**src/rtl/decode_queue.sv**
```systemverilog
// decode_queue: RV32I instruction pre-decoder feeding a DEPTH-entry FIFO.
// Each accepted word is classified, its immediate sign-extended to XLEN, and
// the decoded result is queued with its PC; the head entry drives out_*.
module decode_queue #(
    parameter int XLEN  = 32,
    parameter int DEPTH = 4,
    parameter int CNT_W = 16
) (
    input  logic                       clk,
    input  logic                       rst,
    input  logic                       flush,
    input  logic                       in_valid,
    output logic                       in_ready,
    input  logic [31:0]                in_instr,
    input  logic [XLEN-1:0]            in_pc,
    output logic                       out_valid,
    input  logic                       out_ready,
    output logic [XLEN-1:0]            out_pc,
    output logic [8:0]                 out_class,
    output logic [4:0]                 out_rs1,
    output logic [4:0]                 out_rs2,
    output logic [4:0]                 out_rd,
    output logic [2:0]                 out_funct3,
    output logic [6:0]                 out_funct7,
    output logic [3:0]                 out_alu_bits,
    output logic signed [XLEN-1:0]     out_imm,
    output logic                       out_rs1_v,
    output logic                       out_rs2_v,
    output logic                       out_rd_v,
    output logic                       out_imm_v,
    output logic                       out_illegal,
    output logic [$clog2(DEPTH):0]     count,
    output logic [CNT_W-1:0]           illegal_cnt
);

    localparam int AW = $clog2(DEPTH);
    localparam int CW = AW + 1;
    localparam logic [CW-1:0] FULL_CNT = CW'(DEPTH);

    // Class bit positions inside the one-hot vector.
    localparam int C_OPIMM  = 0;
    localparam int C_OP     = 1;
    localparam int C_LOAD   = 2;
    localparam int C_STORE  = 3;
    localparam int C_AUIPC  = 4;
    localparam int C_LUI    = 5;
    localparam int C_BRANCH = 6;
    localparam int C_JALR   = 7;
    localparam int C_JAL    = 8;

    // Decode results for the word currently offered on the input.
    logic [8:0]              cls_raw;
    logic [8:0]              dec_cls;
    logic                    dec_illegal;
    logic [3:0]              dec_flags;   // {rs1_v, rs2_v, rd_v, imm_v}
    logic signed [31:0]      imm32;
    logic signed [XLEN-1:0]  dec_imm;

    // Queue storage: payload only, no reset needed (outputs are gated).
    logic [XLEN-1:0]         mem_pc    [DEPTH];
    logic [24:0]             mem_instr [DEPTH];   // instr[31:7]
    logic [8:0]              mem_cls   [DEPTH];
    logic [3:0]              mem_flags [DEPTH];
    logic signed [XLEN-1:0]  mem_imm   [DEPTH];
    logic                    mem_ill   [DEPTH];

    // Control state.
    logic [CW-1:0]    count_q, count_d;
    logic [AW-1:0]    wptr_q, wptr_d;
    logic [AW-1:0]    rptr_q, rptr_d;
    logic [CNT_W-1:0] illcnt_q, illcnt_d;

    logic push, pop;
    logic [24:0] head_instr;

    assign in_ready  = (count_q < FULL_CNT);
    assign out_valid = (count_q != '0);
    assign push      = in_valid & in_ready & ~flush;
    assign pop       = out_valid & out_ready & ~flush;
    assign count       = count_q;
    assign illegal_cnt = illcnt_q;

    // Classify the incoming word and build its sign-extended immediate.
    always_comb begin
        cls_raw = '0;
        unique case (in_instr[6:2])
            5'b00000: cls_raw[C_LOAD]   = 1'b1;
            5'b00100: cls_raw[C_OPIMM]  = 1'b1;
            5'b00101: cls_raw[C_AUIPC]  = 1'b1;
            5'b01000: cls_raw[C_STORE]  = 1'b1;
            5'b01100: cls_raw[C_OP]     = 1'b1;
            5'b01101: cls_raw[C_LUI]    = 1'b1;
            5'b11000: cls_raw[C_BRANCH] = 1'b1;
            5'b11001: cls_raw[C_JALR]   = 1'b1;
            5'b11011: cls_raw[C_JAL]    = 1'b1;
            default:  cls_raw = '0;
        endcase
        dec_illegal = (in_instr[1:0] != 2'b11) || (cls_raw == '0);
        dec_cls     = dec_illegal ? 9'd0 : cls_raw;

        dec_flags[3] = dec_cls[C_OP] | dec_cls[C_OPIMM] | dec_cls[C_LOAD] |
                       dec_cls[C_STORE] | dec_cls[C_BRANCH] | dec_cls[C_JALR];
        dec_flags[2] = dec_cls[C_OP] | dec_cls[C_STORE] | dec_cls[C_BRANCH];
        dec_flags[1] = dec_cls[C_OP] | dec_cls[C_OPIMM] | dec_cls[C_LOAD] |
                       dec_cls[C_LUI] | dec_cls[C_AUIPC] | dec_cls[C_JAL] |
                       dec_cls[C_JALR];
        dec_flags[0] = (dec_cls != '0) & ~dec_cls[C_OP];

        imm32 = '0;
        if (dec_cls[C_OPIMM] | dec_cls[C_LOAD] | dec_cls[C_JALR])
            imm32 = {{20{in_instr[31]}}, in_instr[31:20]};
        else if (dec_cls[C_STORE])
            imm32 = {{20{in_instr[31]}}, in_instr[31:25], in_instr[11:7]};
        else if (dec_cls[C_BRANCH])
            imm32 = {{19{in_instr[31]}}, in_instr[31], in_instr[7],
                     in_instr[30:25], in_instr[11:8], 1'b0};
        else if (dec_cls[C_LUI] | dec_cls[C_AUIPC])
            imm32 = {in_instr[31:12], 12'b0};
        else if (dec_cls[C_JAL])
            imm32 = {{11{in_instr[31]}}, in_instr[31], in_instr[19:12],
                     in_instr[20], in_instr[30:21], 1'b0};
        // imm32 is signed, so widening to XLEN replicates instr[31].
        dec_imm = XLEN'(imm32);
    end

    // Next-state for pointers, occupancy and the saturating illegal counter.
    always_comb begin
        count_d  = count_q;
        wptr_d   = wptr_q;
        rptr_d   = rptr_q;
        illcnt_d = illcnt_q;
        if (flush) begin
            count_d = '0;
            wptr_d  = '0;
            rptr_d  = '0;
        end else begin
            if (push) wptr_d = wptr_q + 1'b1;
            if (pop)  rptr_d = rptr_q + 1'b1;
            if (push && !pop)      count_d = count_q + 1'b1;
            else if (pop && !push) count_d = count_q - 1'b1;
        end
        if (push && dec_illegal && (illcnt_q != '1))
            illcnt_d = illcnt_q + 1'b1;
    end

    // Control registers with asynchronous clear.
    always_ff @(posedge clk or posedge rst) begin
        if (rst) begin
            count_q  <= '0;
            wptr_q   <= '0;
            rptr_q   <= '0;
            illcnt_q <= '0;
        end else begin
            count_q  <= count_d;
            wptr_q   <= wptr_d;
            rptr_q   <= rptr_d;
            illcnt_q <= illcnt_d;
        end
    end

    // Write the decoded entry into the slot at the write pointer.
    always_ff @(posedge clk) begin
        if (push) begin
            mem_pc[wptr_q]    <= in_pc;
            mem_instr[wptr_q] <= in_instr[31:7];
            mem_cls[wptr_q]   <= dec_cls;
            mem_flags[wptr_q] <= dec_flags;
            mem_imm[wptr_q]   <= dec_imm;
            mem_ill[wptr_q]   <= dec_illegal;
        end
    end

    // Present the head entry, forced to zero while the queue is empty.
    always_comb begin
        head_instr   = mem_instr[rptr_q];
        out_pc       = '0;
        out_class    = '0;
        out_rs1      = '0;
        out_rs2      = '0;
        out_rd       = '0;
        out_funct3   = '0;
        out_funct7   = '0;
        out_alu_bits = '0;
        out_imm      = '0;
        out_rs1_v    = 1'b0;
        out_rs2_v    = 1'b0;
        out_rd_v     = 1'b0;
        out_imm_v    = 1'b0;
        out_illegal  = 1'b0;
        if (out_valid) begin
            // head_instr[k] holds instr[k+7]
            out_pc       = mem_pc[rptr_q];
            out_class    = mem_cls[rptr_q];
            out_rs1      = head_instr[12:8];
            out_rs2      = head_instr[17:13];
            out_rd       = head_instr[4:0];
            out_funct3   = head_instr[7:5];
            out_funct7   = head_instr[24:18];
            out_alu_bits = {head_instr[23], head_instr[7:5]};
            out_imm      = mem_imm[rptr_q];
            out_rs1_v    = mem_flags[rptr_q][3];
            out_rs2_v    = mem_flags[rptr_q][2];
            out_rd_v     = mem_flags[rptr_q][1];
            out_imm_v    = mem_flags[rptr_q][0];
            out_illegal  = mem_ill[rptr_q];
        end
    end

endmodule

```
**config.mk**
```make
export PLATFORM = sky130hd
export DESIGN_NAME = decode_queue
export DESIGN_NICKNAME = d
export VERILOG_FILES = /design/src/rtl/decode_queue.sv
export SDC_FILE = /design/constraint.sdc
export NUM_CORES = 1
export LEC_CHECK = 0
export ABC_AREA = 1
export CORE_MARGIN = 3
export CORE_UTILIZATION = 35
export DETAILED_ROUTE_END_ITERATION = 8
export SYNTH_ARGS = -nofsm -noshare
export SYNTH_HDL_FRONTEND = slang
export SYNTH_SLANG_ARGS = --single-unit
```
**constraint.sdc**
```tcl
create_clock -name clk -period 5.9 [get_ports clk]
set_clock_uncertainty 0.2 [all_clocks]
set_input_delay 0.885 -clock clk [delete_from_list [all_inputs] [get_ports clk]]
set_output_delay 0.885 -clock clk [all_outputs]
set_load 0.02 [all_outputs]
```
==> out/qor.csv <==
metric,value,unit
drc_errors,0,
synth_nets,1690,
grt_pass1_wl,71700,um
slowest_stage,dfrtp_4,
area_growth,22.2,%
yosysSeqAreaShare,71.1,%
core-area,50800,um^2
final_cell_mix,"452 x nor2_1, 412 x edfxtp_1, 203 x o21ai_0",
fp.dieArea,54800,um^2
yosysWarnings,0,
crit_path_max_fanout,74,
wl,47200,um
hold_start,count[0]$_DFFE_PP0P_,
cts_hold_buf,0,
clock_sinks,435,
finalCriticalPeriod,4780,ps
maxCapViolCount,0,
slew_viol_final,0,
viasPerCell,4.95,
end_kind,primary output,
postCtsSetupRepairBufs,0,
hold_viol_final,0,
cts_resized,0,
cts-root-buf,clkbuf_16,
synth_cell_types,31,
cts_buffer_depth,3,
rrSetupSlack,3130,ps
power.density,429,nW/um^2
rr_startpoint,count[2]$_DFFE_PP0P_,
multiInputGateArea,4620,um^2
cp_top_family,buffers and inverters,
final_nets,1866,
min_delay_worst_endpoint,count[0]$_DFFE_PP0P_,
cp_slowest_stage_delay,740,ps
syn_area_per_cell,11.3,um^2
dp_cells,2415,
die_y,234,um
grt_overflow,0,
grt_max_degree,77,
netlist_area,18200,um^2
critPathArrivalTime,3690,ps
tightest_slew,1020,ps
first_iter_violations,859,
irDropWorstVdd,0.223,mV
die_w,234,um
final_common_cell,nor2_1,
worstSetupPathType,flop to primary output,
fin_cells,2499,
crit_buf_inv,3,
portBuffers,196,
slew_headroom,31.6,%
r2r_cells,4,
ys_ff_latch,435,
wl_per_cell,18.9,um
fin_util,43.8,%
cts.clk_slew.worst_paths,60,ps
grt_util_all_layers,17.2,%
n_fill_cell,4619,
hold_depth,1,
drive_above_1_share,6.30,%
clk_latency,570,ps
first_pass_iters,5,
vias,12400,
cp-start-kind,flop,
crit_required,4820,ps
final-setup-viol-count,0,
gp_congestion,0.850,
initial_core_util,35.9,%
place_hpwl,29000,um
reg2reg_to,mem_imm[2][20]$_DFFE_PP_,
min_period_over_period,81.0,%
leakage,7.91,nW
seqCellArea,13000,um^2
antenna_left,0,
crit_chain,inv_4 -> buf_4 -> o21ai_0 -> a21oi_1 -> clkdlybuf4s50_1,
h-tree-depth,2,
rsz0062_at_grt,false,
antenna_found_initial,3,
rows,82,
status,finished clean,
io-pin-count,197,
synth_cells,1615,
cts_buffers,46,
hp-class,flop to flop,
grt_pass1_vias,11900,
max_freq,209,MHz
cts_tree,built,
final cells by class:
cell class	instances	share of cell area [%]
sequential	435	58.2
multi-input combinational	1034	20.7
timing repair buffer	219	9.65
clock buffer	56	5.63
tap	672	3.78
clock inverter	27	1.03
inverter	55	0.961
antenna	1	0.0112
worst max path at each step:
stage / start / end / slack (ps) / cells past startpoint
after detailed placement: rptr_q[0]$_DFFE_PP0P_ / out_pc[18] / 1710 / 5
after CTS: rptr_q[0]$_DFFE_PP0P_ / out_pc[18] / 1100 / 5
after global placement: rptr_q[0]$_DFFE_PP0P_ / out_pc[18] / 1750 / 5
after floorplan: flush / mem_cls[0][0]$_DFFE_PP_ / -430 / 3
final: rptr_q[0]$_DFFE_PP0P_ / out_pc[18] / 1120 / 5
after global routing: rptr_q[0]$_DFFE_PP0P_ / out_pc[18] / 870 / 5
stage by stage:
stage | setup slack, ps | instance area (um^2) | power [mW] | setup TNS [ps] | hold WS, ps
after floorplan | -429 | 18200 | 5.44 | -176720 | 380
after detailed placement | 1710 | 20800 | 6.83 | 0 | 320
after global placement | 1750 | 20800 | 6.81 | 0 | 310
after CTS | 1100 | 22300 | 9.68 | 0 | 339
final | 1120 | 22300 | 9.54 | 0 | 332
after global routing | 875 | 22300 | 10.0 | 0 | 381
power breakdown:
part           internal, mW  leakage [nW]  switching (mW)  total [mW]
clock network          1.68         0.715            1.15        2.82
logic                  1.15          3.06            1.91        3.06
registers              3.54          4.13           0.116        3.66
total                  6.37          7.91            3.17        9.54
synthesized netlist by cell type, drive strengths merged:
cell / n / area [um^2]
nor2: 464 / 1780
buf: 58 / 349
a21oi: 115 / 576
nand2: 147 / 567
inv: 54 / 203
xnor2: 4 / 35.0
xor2: 3 / 26.3
ha: 5 / 62.6
nand4: 8 / 50.1
clkbuf: 33 / 124
edfxtp: 412 / 12400
o21ai: 225 / 1130
nor3: 4 / 41.3
clkinv: 1 / 5.00
nand3: 57 / 295
o22ai: 1 / 6.26
dfrtp: 23 / 576
fa: 1 / 20.0
metal layers:
| metal | vias to the layer above | GRT usage (%) | routed length, um |
|---|---|---|---|
| li1 | 5953 | - | - |
| met1 | 6047 | 23.5 | 21300 |
| met2 | 296 | 27.4 | 22300 |
| met3 | 62 | 4.07 | 2690 |
| met4 | 4 | 4.78 | 945 |
| met5 | - | 0 | 19 |
logic make-up after synthesis:
family                     share of synthesized area [%]
and+or+nand+nor                                     15.0
DFF                                                 71.1
AOI/OAI and AO/OA                                   9.40
buffers and inverters                               3.74
xor gates and xnor gates                           0.337
adders and majority gates                          0.453
sequential cells by signal (all words and copies together) (netlist names):
register     flops
mem_imm        128
mem_pc         128
mem_instr      100
mem_cls         36
illegal_cnt     16
mem_flags       16
mem_ill          4
count            3
rptr_q           2
wptr_q           2
(Power assumes the default switching activity.)
